**config.mk**
```make
export PLATFORM = sky130hd
export DESIGN_NAME = fig_04c_operand_select
export DESIGN_NICKNAME = d
export VERILOG_FILES = /design/src/rtl/fig_04c_operand_select.sv
export SDC_FILE = /design/constraint.sdc
export NUM_CORES = 1
export LEC_CHECK = 0
export BUFFER_PORTS_ARGS = -buffer_cell sky130_fd_sc_hd__buf_2
export CORE_UTILIZATION = 30
export DETAILED_ROUTE_END_ITERATION = 8
export PLACE_DENSITY = 0.55
export SYNTH_ARGS = -nofsm -noshare
export SYNTH_HDL_FRONTEND = slang
export SYNTH_SLANG_ARGS = --single-unit
```
**constraint.sdc**
```tcl
create_clock -name clk -period 2.3 [get_ports clk]
set_input_delay 0.575 -clock clk [delete_from_list [all_inputs] [get_ports clk]]
set_output_delay 0.575 -clock clk [all_outputs]
set_load 0.02 [all_outputs]
```
**src/rtl/fig_04c_operand_select.sv**
```systemverilog
// Operand-select front end: folds TO/WITH/FROM/ALT prefix bytes into prefix
// state and, on each executable opcode, registers the two source operands,
// the destination index, the opcode and its ALT mode for the execute stage.
//
// Ports:
//   clk       rising-edge clock
//   reset     asynchronous active-low reset
//   op_valid  opcode strobe, one byte per asserted cycle
//   opcode    instruction byte
//   flush     synchronous prefix cancel, overrides op_valid
//   rfile     register file read bus, R(n) = rfile[16n+15:16n]
//   exec      one-cycle pulse for a decoded non-prefix instruction
//   x, y      operands R(source) and R(opcode[3:0]) captured at execute
//   zsel      destination register index
//   op_out    executed opcode
//   alt_out   ALT mode applied to the executed opcode
//   sreg      current source prefix register
//   dreg      current destination prefix register
//   b_flag    WITH prefix pending
module fig_04c_operand_select (
    input  logic         clk,
    input  logic         reset,
    input  logic         op_valid,
    input  logic [7:0]   opcode,
    input  logic         flush,
    input  logic [255:0] rfile,
    output logic         exec,
    output logic [15:0]  x,
    output logic [15:0]  y,
    output logic [3:0]   zsel,
    output logic [7:0]   op_out,
    output logic [1:0]   alt_out,
    output logic [3:0]   sreg,
    output logic [3:0]   dreg,
    output logic         b_flag
);

    localparam int unsigned OP_W  = 8;
    localparam int unsigned REG_W = 16;
    localparam int unsigned IDX_W = 4;
    localparam int unsigned NREG  = 16;
    localparam int unsigned ALT_W = 2;
    localparam int unsigned RF_W  = NREG * REG_W;

    localparam logic [IDX_W-1:0] GRP_TO   = 4'h1;
    localparam logic [IDX_W-1:0] GRP_WITH = 4'h2;
    localparam logic [IDX_W-1:0] GRP_FROM = 4'hB;
    localparam logic [OP_W-1:0]  OP_ALT1  = 8'h3D;
    localparam logic [OP_W-1:0]  OP_ALT2  = 8'h3E;
    localparam logic [OP_W-1:0]  OP_ALT3  = 8'h3F;

    // Prefix state
    logic [IDX_W-1:0] sreg_q, dreg_q;
    logic             b_q;
    logic [ALT_W-1:0] alt_q;

    logic [IDX_W-1:0] sreg_nxt, dreg_nxt;
    logic             b_nxt;
    logic [ALT_W-1:0] alt_nxt;

    // Execute-side selects
    logic             exec_nxt;
    logic [IDX_W-1:0] xsel_nxt;
    logic [IDX_W-1:0] zsel_nxt;

    logic [IDX_W-1:0] grp;
    logic [IDX_W-1:0] n;
    logic             is_to, is_with, is_from, is_alt;

    function automatic logic [REG_W-1:0] reg_read(input logic [RF_W-1:0] rf,
                                                   input logic [IDX_W-1:0] idx);
        return rf[REG_W*idx +: REG_W];
    endfunction

    assign grp     = opcode[7:4];
    assign n       = opcode[3:0];
    assign is_to   = (grp == GRP_TO);
    assign is_with = (grp == GRP_WITH);
    assign is_from = (grp == GRP_FROM);
    assign is_alt  = (opcode == OP_ALT1) || (opcode == OP_ALT2) || (opcode == OP_ALT3);

    // State register
    always_ff @(posedge clk or negedge reset) begin
        if (!reset) begin
            sreg_q <= '0;
            dreg_q <= '0;
            b_q    <= 1'b0;
            alt_q  <= '0;
        end else begin
            sreg_q <= sreg_nxt;
            dreg_q <= dreg_nxt;
            b_q    <= b_nxt;
            alt_q  <= alt_nxt;
        end
    end

    // Decode: prefix bytes update state, anything else executes and clears it.
    // TO/FROM only act as prefixes while no WITH is pending; with one pending
    // they become MOVE/MOVES and redirect the destination/source selects.
    always_comb begin
        sreg_nxt = sreg_q;
        dreg_nxt = dreg_q;
        b_nxt    = b_q;
        alt_nxt  = alt_q;
        exec_nxt = 1'b0;
        xsel_nxt = sreg_q;
        zsel_nxt = dreg_q;

        if (flush) begin
            sreg_nxt = '0;
            dreg_nxt = '0;
            b_nxt    = 1'b0;
            alt_nxt  = '0;
        end else if (op_valid) begin
            if (is_with) begin
                sreg_nxt = n;
                dreg_nxt = n;
                b_nxt    = 1'b1;
            end else if (is_to && !b_q) begin
                dreg_nxt = n;
            end else if (is_from && !b_q) begin
                sreg_nxt = n;
            end else if (is_alt) begin
                alt_nxt = opcode[1:0];
            end else begin
                exec_nxt = 1'b1;
                sreg_nxt = '0;
                dreg_nxt = '0;
                b_nxt    = 1'b0;
                alt_nxt  = '0;
                if (is_from) xsel_nxt = n;
                if (is_to)   zsel_nxt = n;
            end
        end
    end

    // Execute outputs: loaded only on exec, otherwise hold last values
    always_ff @(posedge clk or negedge reset) begin
        if (!reset) begin
            exec    <= 1'b0;
            x       <= '0;
            y       <= '0;
            zsel    <= '0;
            op_out  <= '0;
            alt_out <= '0;
        end else begin
            exec <= exec_nxt;
            if (exec_nxt) begin
                x       <= reg_read(rfile, xsel_nxt);
                y       <= reg_read(rfile, n);
                zsel    <= zsel_nxt;
                op_out  <= opcode;
                alt_out <= alt_q;
            end
        end
    end

    assign sreg   = sreg_q;
    assign dreg   = dreg_q;
    assign b_flag = b_q;

endmodule

```
==> results.py, run 1 <==
metrics = {
    "outcome": {
        "outcome": "finished clean",
    },
    "floorplan": {
        "initial_core_util_pct": 30.9,
        "die_w_um": 153,
        "die_h_um": 153,
        "io_pins": 324,
        "core-area_um2": 22100,
        "rows": 54,
        "design.die.area_um2": 23400,
    },
    "logic_synthesis": {
        "ys_ff_latch": 58,
        "async_flop_share_pct": 100,
        "synth_common_cells": "nand2_1, mux4_2, dfrtp_1",
        "synth_seq_area_share_pct": 21.2,
        "avgSynthCellArea_um2": 9.27,
        "yosysWarnings": 0,
        "synth_top_area_cell": "mux4_2",
        "synth_cells": 737,
        "ys_dominant_reg_cell": "dfrtp_1",
        "ys_types": 69,
        "synth_area_um2": 6830,
        "yosys-top-cells-area": "mux4_2, dfrtp_1, nand2_1, o21ai_0, o221ai_1",
        "syn_nets": 1005,
        "yosysMostFrequentCell": "nand2_1",
        "synth_top_area_share_pct": 26.0,
        "synth_edf_count": 0,
    },
    "critical_path": {
        "worstPathRequired_ns": 2.58,
        "cp-end-kind": "register",
        "worstSetupPathType": "input pin to register",
        "reg2reg_to": "x[12]",
        "arrival_ns": 2.53,
        "startpoint_type": "input pin",
        "crit_family": "compound AO/OA/AOI/OAI gates",
        "crit_path_max_fanout": 7,
        "crit-reg2reg-launch": "b_flag",
        "r2r_setup_slack_ns": 0.10,
        "cpPeakStageDelay_ns": 0.48,
        "rr_worst_depth": 9,
        "cp.buffers_inverters": 3,
        "crit_chain": "buf_2, and4bb_2, buf_4, a21boi_2, o211ai_2, buf_4, o32ai_1, a2111oi_1, a221o_1",
        "crit_top_cell": "buf_4",
        "cp_slowest_cell": "a2111oi_1",
    },
    "final_layout": {
        "instances_no_fill": 1411,
        "multi_input_area_um2": 5100,
        "syn_to_final_growth_pct": 46.4,
        "drive_gt1_share_pct": 51.6,
        "nFillCells": 2215,
        "final_nets": 1391,
        "final-seq-area_um2": 1450,
    },
    "placed_design": {
        "io_buffers": 323,
        "gp_congestion": 0.940,
        "placed_cells": 1388,
        "dp_hpwl_mm": 27.3,
    },
    "power_and_ir_drop": {
        "switchingPower_mw": 1.51,
        "p_comb_share_pct": 38.5,
        "power.density_nw_per_um2": 428,
        "swShare_pct": 35.3,
        "ir_worst_vdd_mv": 0.308,
        "power.internal_mw": 2.77,
        "finalPower_mw": 4.29,
        "clockPowerShare_pct": 32.3,
        "leakagePower_nw": 4.55,
        "p_seq_share_pct": 29.3,
    },
    "clock_network": {
        "clock-root-buffer": "clkbuf_16",
        "htree_levels": 3,
        "cts_sinks": 58,
        "clk_latency_ns": 0.34,
        "cts_tree": "yes",
        "cts.path.max_buffers": 2,
        "clk_pin_slew_ns": 0.06,
        "cts_buffers": 9,
        "cts_hold_buf": 0,
    },
    "drt": {
        "vias": 8332,
        "drtAntennaViolNets": 0,
        "wl_mm": 34.0,
        "drt_iter0_drc": 654,
        "firstDrtPassIters": 5,
        "vias_per_cell": 5.91,
        "drc": 0,
        "wl_per_cell_um": 24.1,
    },
    "job": {
        "maxCapViolations": 0,
    },
    "sta": {
        "tightest_slew_ns": 0.472,
        "fmax_mhz": 444,
        "setup_viol": 0,
        "post-route-period-util_pct": 97.9,
        "slew_viol_final": 0,
        "hold_violations": 0,
        "fin_worst_skew_ns": 0.00951,
        "fin_crit_ns": 2.25,
        "relSlewSlack_pct": 68.5,
    },
    "grt": {
        "overflow": 0,
        "grt_max_degree": 34,
        "antenna_found_initial": 3,
        "grt_pass1_wl_mm": 50.7,
        "grt_pass1_vias": 8432,
        "track_usage_pct": 28.7,
    },
    "hold_path": {
        "hold_path.class": "input pin to asynchronous set/reset pin",
    },
}
[how the worst max path moves through the flow]
stage	startpoint	end	slack (ns)	depth (start not counted)
final	opcode[6]	x[1]	0.05	9
after global routing	b_flag	x[7]	-0.01	11
after CTS	flush	x[1]	0.04	9
after detailed placement	opcode[4]	x[8]	-0.41	8
after global placement	flush	x[13]	-0.30	9
after floorplan	flush	x[9]	-0.17	10
[kinds of logic (layout without fill, tap and decap cells)]
family / Yosys count / in the layout / synth area share (%)
simple gates: 235 / 236 / 16.0
mux: 102 / 102 / 29.6
buf+inv: 86 / 476 / 5.44
other cells: 0 / 3 / 0
flops: 58 / 58 / 21.2
compound gates: 256 / 256 / 27.7
[per-stage QoR]
step | hold slack (ns) | setup TNS, ns | area [um^2] | util, % | setup WS, ns
finish | 0.186 | 0 | 10000 | 45.3 | 0.0490
global route | 0.200 | -0.0276 | 10000 | 45.3 | -0.0133
CTS | 0.193 | 0 | 9930 | 44.9 | 0.0372
detailed placement | 0.458 | -6.20 | 9630 | 43.6 | -0.408
global placement | 0.454 | -5.29 | 9630 | 43.6 | -0.299
floorplan | 0.279 | -0.760 | 6920 | - | -0.172
[sequential cells by signal, indices dropped and copies added, names as in the netlist]
name	count
dreg	4
alt_out	2
b_flag	1
zsel	4
op_out	8
y	16
sreg	4
exec	1
alt_q	2
x	16
[power by group through the flow]
stage          Sequential (mW)  Combinational (mW)  Clock [mW]
6_report                  1.25                1.65        1.38
2_1_floorplan             1.43               0.673           0
5_1_grt                   1.27                1.76        1.47
3_5_place_dp              1.27                1.64           0
4_1_cts                   1.26                1.64        1.41
3_3_place_gp              1.27                1.63           0
[final cells by class]
type | instances | area share [%]
clock inverters | 6 | 0.675
repair buffers | 448 | 27.5
diodes | 3 | 0.0750
clock buffers | 10 | 2.29
flip-flops and latches | 58 | 14.5
multi-input cells | 594 | 51.0
inverters | 12 | 0.450
well taps | 280 | 3.50
[repair_timing]
item                       4_1_cts  5_1_grt
setup endpoints to repair        7       16
gates resized for setup          1       13
cloned                           0        1
setup buffers                    0        3
pin swaps                        0        3
[per-layer routing]
layer	track usage (%)	routed length (um)	vias up
li1	-	-	3754
met1	36.9	13700	3975
met2	47.9	16100	544
met3	6.15	3270	59
met5	0	0	-
met4	9.33	935	0
[cell usage in the layout (no fill, tap or decap), types with 15 or more instances in the layout]
cell type | netlist | final
buf_2 | 18 | 320
nand2_1 | 139 | 137
buf_4 | 1 | 112
mux4_2 | 79 | 79
dfrtp_1 | 58 | 57
o21ai_0 | 48 | 47
a21oi_1 | 29 | 29
and3_1 | 27 | 27
o221ai_1 | 27 | 26
nand3_1 | 25 | 24
a211o_1 | 18 | 18
a32oi_1 | 16 | 16
a211oi_1 | 15 | 15
buf_12 | 0 | 15
(Power assumes the default switching activity.)
==> run 2: changes to the inputs <==
--- a/config.mk
+++ b/config.mk
@@ -6,9 +6,11 @@
 export NUM_CORES = 1
 export LEC_CHECK = 0
 export BUFFER_PORTS_ARGS = -buffer_cell sky130_fd_sc_hd__buf_2
+export CELL_PAD_IN_SITES_DETAIL_PLACEMENT = 1
+export CELL_PAD_IN_SITES_GLOBAL_PLACEMENT = 1
 export CORE_UTILIZATION = 30
 export DETAILED_ROUTE_END_ITERATION = 8
-export PLACE_DENSITY = 0.55
+export PLACE_DENSITY = 0.73
 export SYNTH_ARGS = -nofsm -noshare
 export SYNTH_HDL_FRONTEND = slang
 export SYNTH_SLANG_ARGS = --single-unit
==> results.py, run 2 (same netlist as run 1, synthesis figures left out) <==
metrics = {
    "placed_design": {
        "placed_cells": 1379,
        "gp_congestion": 0.942,
        "dp_hpwl_mm": 28.1,
        "placed_area_um2": 9590,
        "io_buffers": 323,
    },
    "sta": {
        "relSlewSlack_pct": 70.0,
        "hold_violations": 0,
        "slew_viol_final": 0,
        "fmax_mhz": 453,
        "tightest_slew_ns": 0.450,
        "tns_ns": 0,
        "fin_worst_skew_ns": 0.00743,
        "setup_viol": 0,
        "post-route-period-util_pct": 95.9,
        "fin_crit_ns": 2.21,
        "hold_ws_ns": 0.172,
    },
    "power_and_ir_drop": {
        "power.density_nw_per_um2": 449,
        "ir_worst_vdd_mv": 0.374,
        "p_comb_share_pct": 37.0,
        "p_seq_share_pct": 27.7,
        "clockPowerShare_pct": 35.4,
        "power.internal_mw": 2.97,
        "leakagePower_nw": 4.56,
        "swShare_pct": 34.3,
        "switchingPower_mw": 1.55,
    },
    "clock_network": {
        "clk_pin_slew_ns": 0.06,
        "htree_levels": 3,
        "clock-root-buffer": "clkbuf_16",
        "clk_latency_ns": 0.34,
        "cts_buffers": 9,
        "cts_tree": "yes",
        "cts.path.max_buffers": 2,
        "cts_sinks": 58,
        "cts_hold_buf": 0,
    },
    "final_layout": {
        "reg.largest.list": "x: 16 flops, y: 16 flops, op_out: 8 flops",
        "syn_to_final_growth_pct": 47.6,
        "layout_common_cells": "buf_2, nand2_1, buf_4, mux4_2, dfrtp_1",
        "design_area_um2": 10100,
        "layout_commonest_cell": "buf_2",
        "final_nets": 1382,
        "instances_no_fill": 1406,
        "drive_gt1_share_pct": 51.7,
    },
    "critical_path": {
        "worstPathRequired_ns": 2.52,
        "cp.buffers_inverters": 3,
        "rr_worst_depth": 8,
        "r2r_setup_slack_ns": 0.16,
        "crit-reg2reg-launch": "b_flag",
        "cpPeakStageDelay_ns": 0.39,
        "arrival_ns": 2.43,
        "crit_path_max_fanout": 27,
        "crit_chain": "buf_2, and4bb_4, and2_1, buf_8, a2bb2oi_2, buf_12, o221ai_1, a211oi_1, a221o_1",
        "crit_family": "compound AO/OA/AOI/OAI gates",
        "worstSetupPathType": "input pin to register",
        "cp_slowest_cell": "and4bb_4",
        "reg2reg_to": "x[12]",
        "startpoint_type": "input pin",
        "cp-end-kind": "register",
    },
    "grt": {
        "grt_pass1_wl_mm": 54.8,
        "antenna_found_initial": 7,
        "grt_pass1_vias": 9216,
        "overflow": 0,
        "track_usage_pct": 30.8,
        "grt_max_degree": 35,
    },
    "drt": {
        "firstDrtPassIters": 5,
        "vias_per_cell": 6.09,
        "wl_per_cell_um": 25.6,
        "drtAntennaViolNets": 0,
        "drc": 0,
        "drt_iter0_drc": 539,
        "vias": 8565,
        "wl_mm": 36.0,
    },
    "job": {
        "maxCapViolations": 0,
    },
    "floorplan": {
        "core-area_um2": 22100,
        "io_pins": 324,
        "design.die.area_um2": 23400,
        "initial_core_util_pct": 30.9,
        "die_h_um": 153,
        "die_w_um": 153,
        "rows": 54,
    },
    "hold_path": {
        "hold_path.class": "input pin to asynchronous set/reset pin",
    },
    "outcome": {
        "outcome": "finished clean",
    },
}
## run 2: worst max path at each step
stage	from	end	slack, ns	cells after the start
global placement	opcode[6]	x[1]	-0.41	10
global route	b_flag	x[6]	-0.01	8
CTS	opcode[6]	x[14]	0.01	8
detailed placement	opcode[6]	x[1]	-0.47	10
floorplan	flush	x[9]	-0.17	10
finish	opcode[6]	x[9]	0.09	9
## run 2: area by class of cell
| type | count | area, um^2 |
|---|---|---|
| fill | 2661 | 12000 |
| multi-input combinational | 594 | 5160 |
| timing repair buffer | 439 | 2720 |
| sequential | 58 | 1450 |
| tap | 280 | 350 |
| clock buffer | 12 | 267 |
| clock inverter | 4 | 72.6 |
| inverter | 12 | 45.0 |
| antenna | 7 | 17.5 |
## run 2: worst reg2reg max path, cell delays in order, from the launching register on
cell and delay (ns):
dfrtp_1 0.41, and3_2 0.28, buf_4 0.18, nand2_1 0.15, mux2_4 0.38, buf_12 0.17
o21a_1 0.18, o2111ai_1 0.11, o311ai_1 0.14
## run 2: stage by stage
stage | power [mW] | setup slack, ns | utilization, %
3_5_place_dp | 2.92 | -0.467 | 43.4
5_1_grt | 4.72 | -0.0137 | 45.7
3_3_place_gp | 2.88 | -0.406 | 43.4
4_1_cts | 4.54 | 0.0106 | 45.0
2_1_floorplan | 2.10 | -0.172 | -
6_report | 4.52 | 0.0934 | 45.7
## run 2: per-layer routing
layer | track usage [%] | up-vias | wire [um]
li1 | - | 3732 | -
met1 | 39.1 | 4291 | 14800
met2 | 52.4 | 476 | 17800
met3 | 4.85 | 64 | 2550
met4 | 11.9 | 2 | 913
met5 | 0 | - | 13
## run 2: power groups by stage
stage | clock [mW] | combinational (mW) | sequential [mW]
floorplan | 0 | 0.673 | 1.43
global placement | 0 | 1.62 | 1.27
detailed placement | 0 | 1.65 | 1.27
CTS | 1.64 | 1.65 | 1.25
global route | 1.66 | 1.78 | 1.27
finish | 1.60 | 1.67 | 1.25
## run 2: repair_timing
| item | CTS | global route |
|---|---|---|
| gates resized for setup | 2 | 20 |
| setup endpoints to repair | 10 | 16 |
| buffers inserted | 1 | 3 |
| gates cloned | 1 | 0 |
| pin swaps | 2 | 5 |
==> run 3: changes to the inputs <==
--- a/config.mk
+++ b/config.mk
@@ -10,7 +10,7 @@
 export CELL_PAD_IN_SITES_GLOBAL_PLACEMENT = 1
 export CORE_UTILIZATION = 30
 export DETAILED_ROUTE_END_ITERATION = 8
-export PLACE_DENSITY = 0.73
+export PLACE_DENSITY = 0.7
 export SYNTH_ARGS = -nofsm -noshare
 export SYNTH_HDL_FRONTEND = slang
 export SYNTH_SLANG_ARGS = --single-unit
==> constraint.sdc (replaced) <==
create_clock -name clk -period 2.7 [get_ports clk]
set_input_delay 0.675 -clock clk [delete_from_list [all_inputs] [get_ports clk]]
set_output_delay 0.675 -clock clk [all_outputs]
set_load 0.02 [all_outputs]
==> results.py, run 3 (same netlist as run 1, synthesis figures left out) <==
metrics = {
    "sta": {
        "hold_ws_ns": 0.425,
        "relSlewSlack_pct": 41.5,
        "hold_violations": 0,
        "fmax_mhz": 406,
        "tightest_slew_ns": 0.878,
        "timing.final.ws_setup_ns": 0.235,
        "rsz0062_at_grt": "no",
        "fin_crit_ns": 2.46,
        "setup_viol": 0,
        "slew_viol_final": 0,
        "post-route-period-util_pct": 91.3,
        "fin_worst_skew_ns": 0.00954,
    },
    "clock_network": {
        "cts_setup_buffers": 0,
        "clock-root-buffer": "clkbuf_16",
        "clk_latency_ns": 0.35,
        "clk_pin_slew_ns": 0.07,
        "cts_tree": "yes",
        "htree_levels": 3,
        "cts_hold_buf": 0,
        "cts_sinks": 58,
        "cts.path.max_buffers": 2,
        "post_cts_resized": 0,
        "cts_buffers": 9,
    },
    "critical_path": {
        "cp-startpoint": "flush",
        "crit-reg2reg-launch": "b_flag",
        "startpoint_type": "input pin",
        "worstPathRequired_ns": 2.96,
        "r2r_setup_slack_ns": 0.27,
        "worstSetupPathType": "input pin to register",
        "reg2reg_to": "x[8]",
        "rr_worst_depth": 9,
        "arrival_ns": 2.73,
        "cp-end-kind": "register",
        "crit_path_max_fanout": 12,
    },
    "floorplan": {
        "die_h_um": 153,
        "io_pins": 324,
        "core-area_um2": 22100,
        "die_w_um": 153,
        "initial_core_util_pct": 30.9,
        "design.die.area_um2": 23400,
        "rows": 54,
    },
    "final_layout": {
        "layout_common_cells": "buf_2, nand2_1, buf_4, mux4_2, dfrtp_1",
        "layout_commonest_cell": "buf_2",
        "final_nets": 1356,
        "utilization_pct": 43.8,
        "design_area_um2": 9680,
        "syn_to_final_growth_pct": 41.7,
        "drive_gt1_share_pct": 49.1,
        "reg.largest.list": "x: 16 flops, y: 16 flops, op_out: 8 flops",
    },
    "drt": {
        "drt_iter0_drc": 525,
        "drc": 0,
        "drtAntennaViolNets": 0,
        "wl_mm": 36.9,
        "firstDrtPassIters": 5,
        "vias_per_cell": 6.20,
        "wl_per_cell_um": 26.6,
        "vias": 8579,
    },
    "power_and_ir_drop": {
        "power.density_nw_per_um2": 401,
        "ir_worst_vdd_mv": 0.338,
        "leakagePower_nw": 4.37,
        "finalPower_mw": 3.88,
    },
    "placed_design": {
        "dp_hpwl_mm": 28.7,
        "io_buffers": 323,
        "dp_slack_ns": -0.117,
        "gp_congestion": 0.930,
        "placed_area_um2": 9300,
    },
    "grt": {
        "grt_pass1_wl_mm": 55.3,
        "grt_max_degree": 59,
        "overflow": 0,
        "grt_pass1_vias": 9126,
        "antenna_found_initial": 13,
        "track_usage_pct": 31.3,
    },
    "outcome": {
        "outcome": "finished clean",
    },
    "job": {
        "maxCapViolations": 0,
    },
    "hold_path": {
        "hold_path.class": "input pin to asynchronous set/reset pin",
    },
}
run 3: cell type report:
cell class | count | area, um^2
antenna | 11 | 27.5
clock buffer | 9 | 225
clock inverter | 7 | 125
fill | 2686 | 12400
inverter | 12 | 45.0
multi-input combinational | 593 | 5030
sequential | 58 | 1450
tap | 280 | 350
timing repair buffer | 414 | 2420
run 3: worst max path at each step:
stage             to  slack (ns)  cells past startpoint
2_1_floorplan   x[1]        0.07                     10
3_3_place_gp    x[3]       -0.03                      8
3_5_place_dp    x[8]       -0.12                      8
4_1_cts         x[8]        0.26                      8
5_1_grt        x[10]        0.12                     10
6_report        x[5]        0.24                     10
run 3: metrics by stage:
stage,setup TNS [ns],std cells
2_1_floorplan,0,737
3_3_place_gp,-0.165,1357
3_5_place_dp,-0.729,1357
4_1_cts,0,1373
5_1_grt,0,1378
6_report,0,1384
run 3: power breakdown:
group	total (mW)	internal, mW	switching [mW]
Sequential	1.07	0.990	0.0770
Clock	1.42	0.911	0.512
Combinational	1.39	0.627	0.761
run 3: critical path, cell delays in order:
cell and delay (ns):
buf_2 0.11, nand4bb_1 0.32, buf_4 0.25, o21ai_2 0.22
buf_4 0.17, a2bb2oi_2 0.16, buf_4 0.26, o221ai_1 0.15
a211o_1 0.24, o211ai_1 0.15
run 3: layer usage:
| metal | GRT usage, % | wire length [um] | vias up |
|---|---|---|---|
| met3 | 7.29 | 3500 | 97 |
| met1 | 40.1 | 14700 | 4238 |
| met2 | 50.9 | 17400 | 547 |
| met4 | 12.6 | 1200 | 4 |
| met5 | 0 | 22 | - |
| li1 | - | - | 3693 |
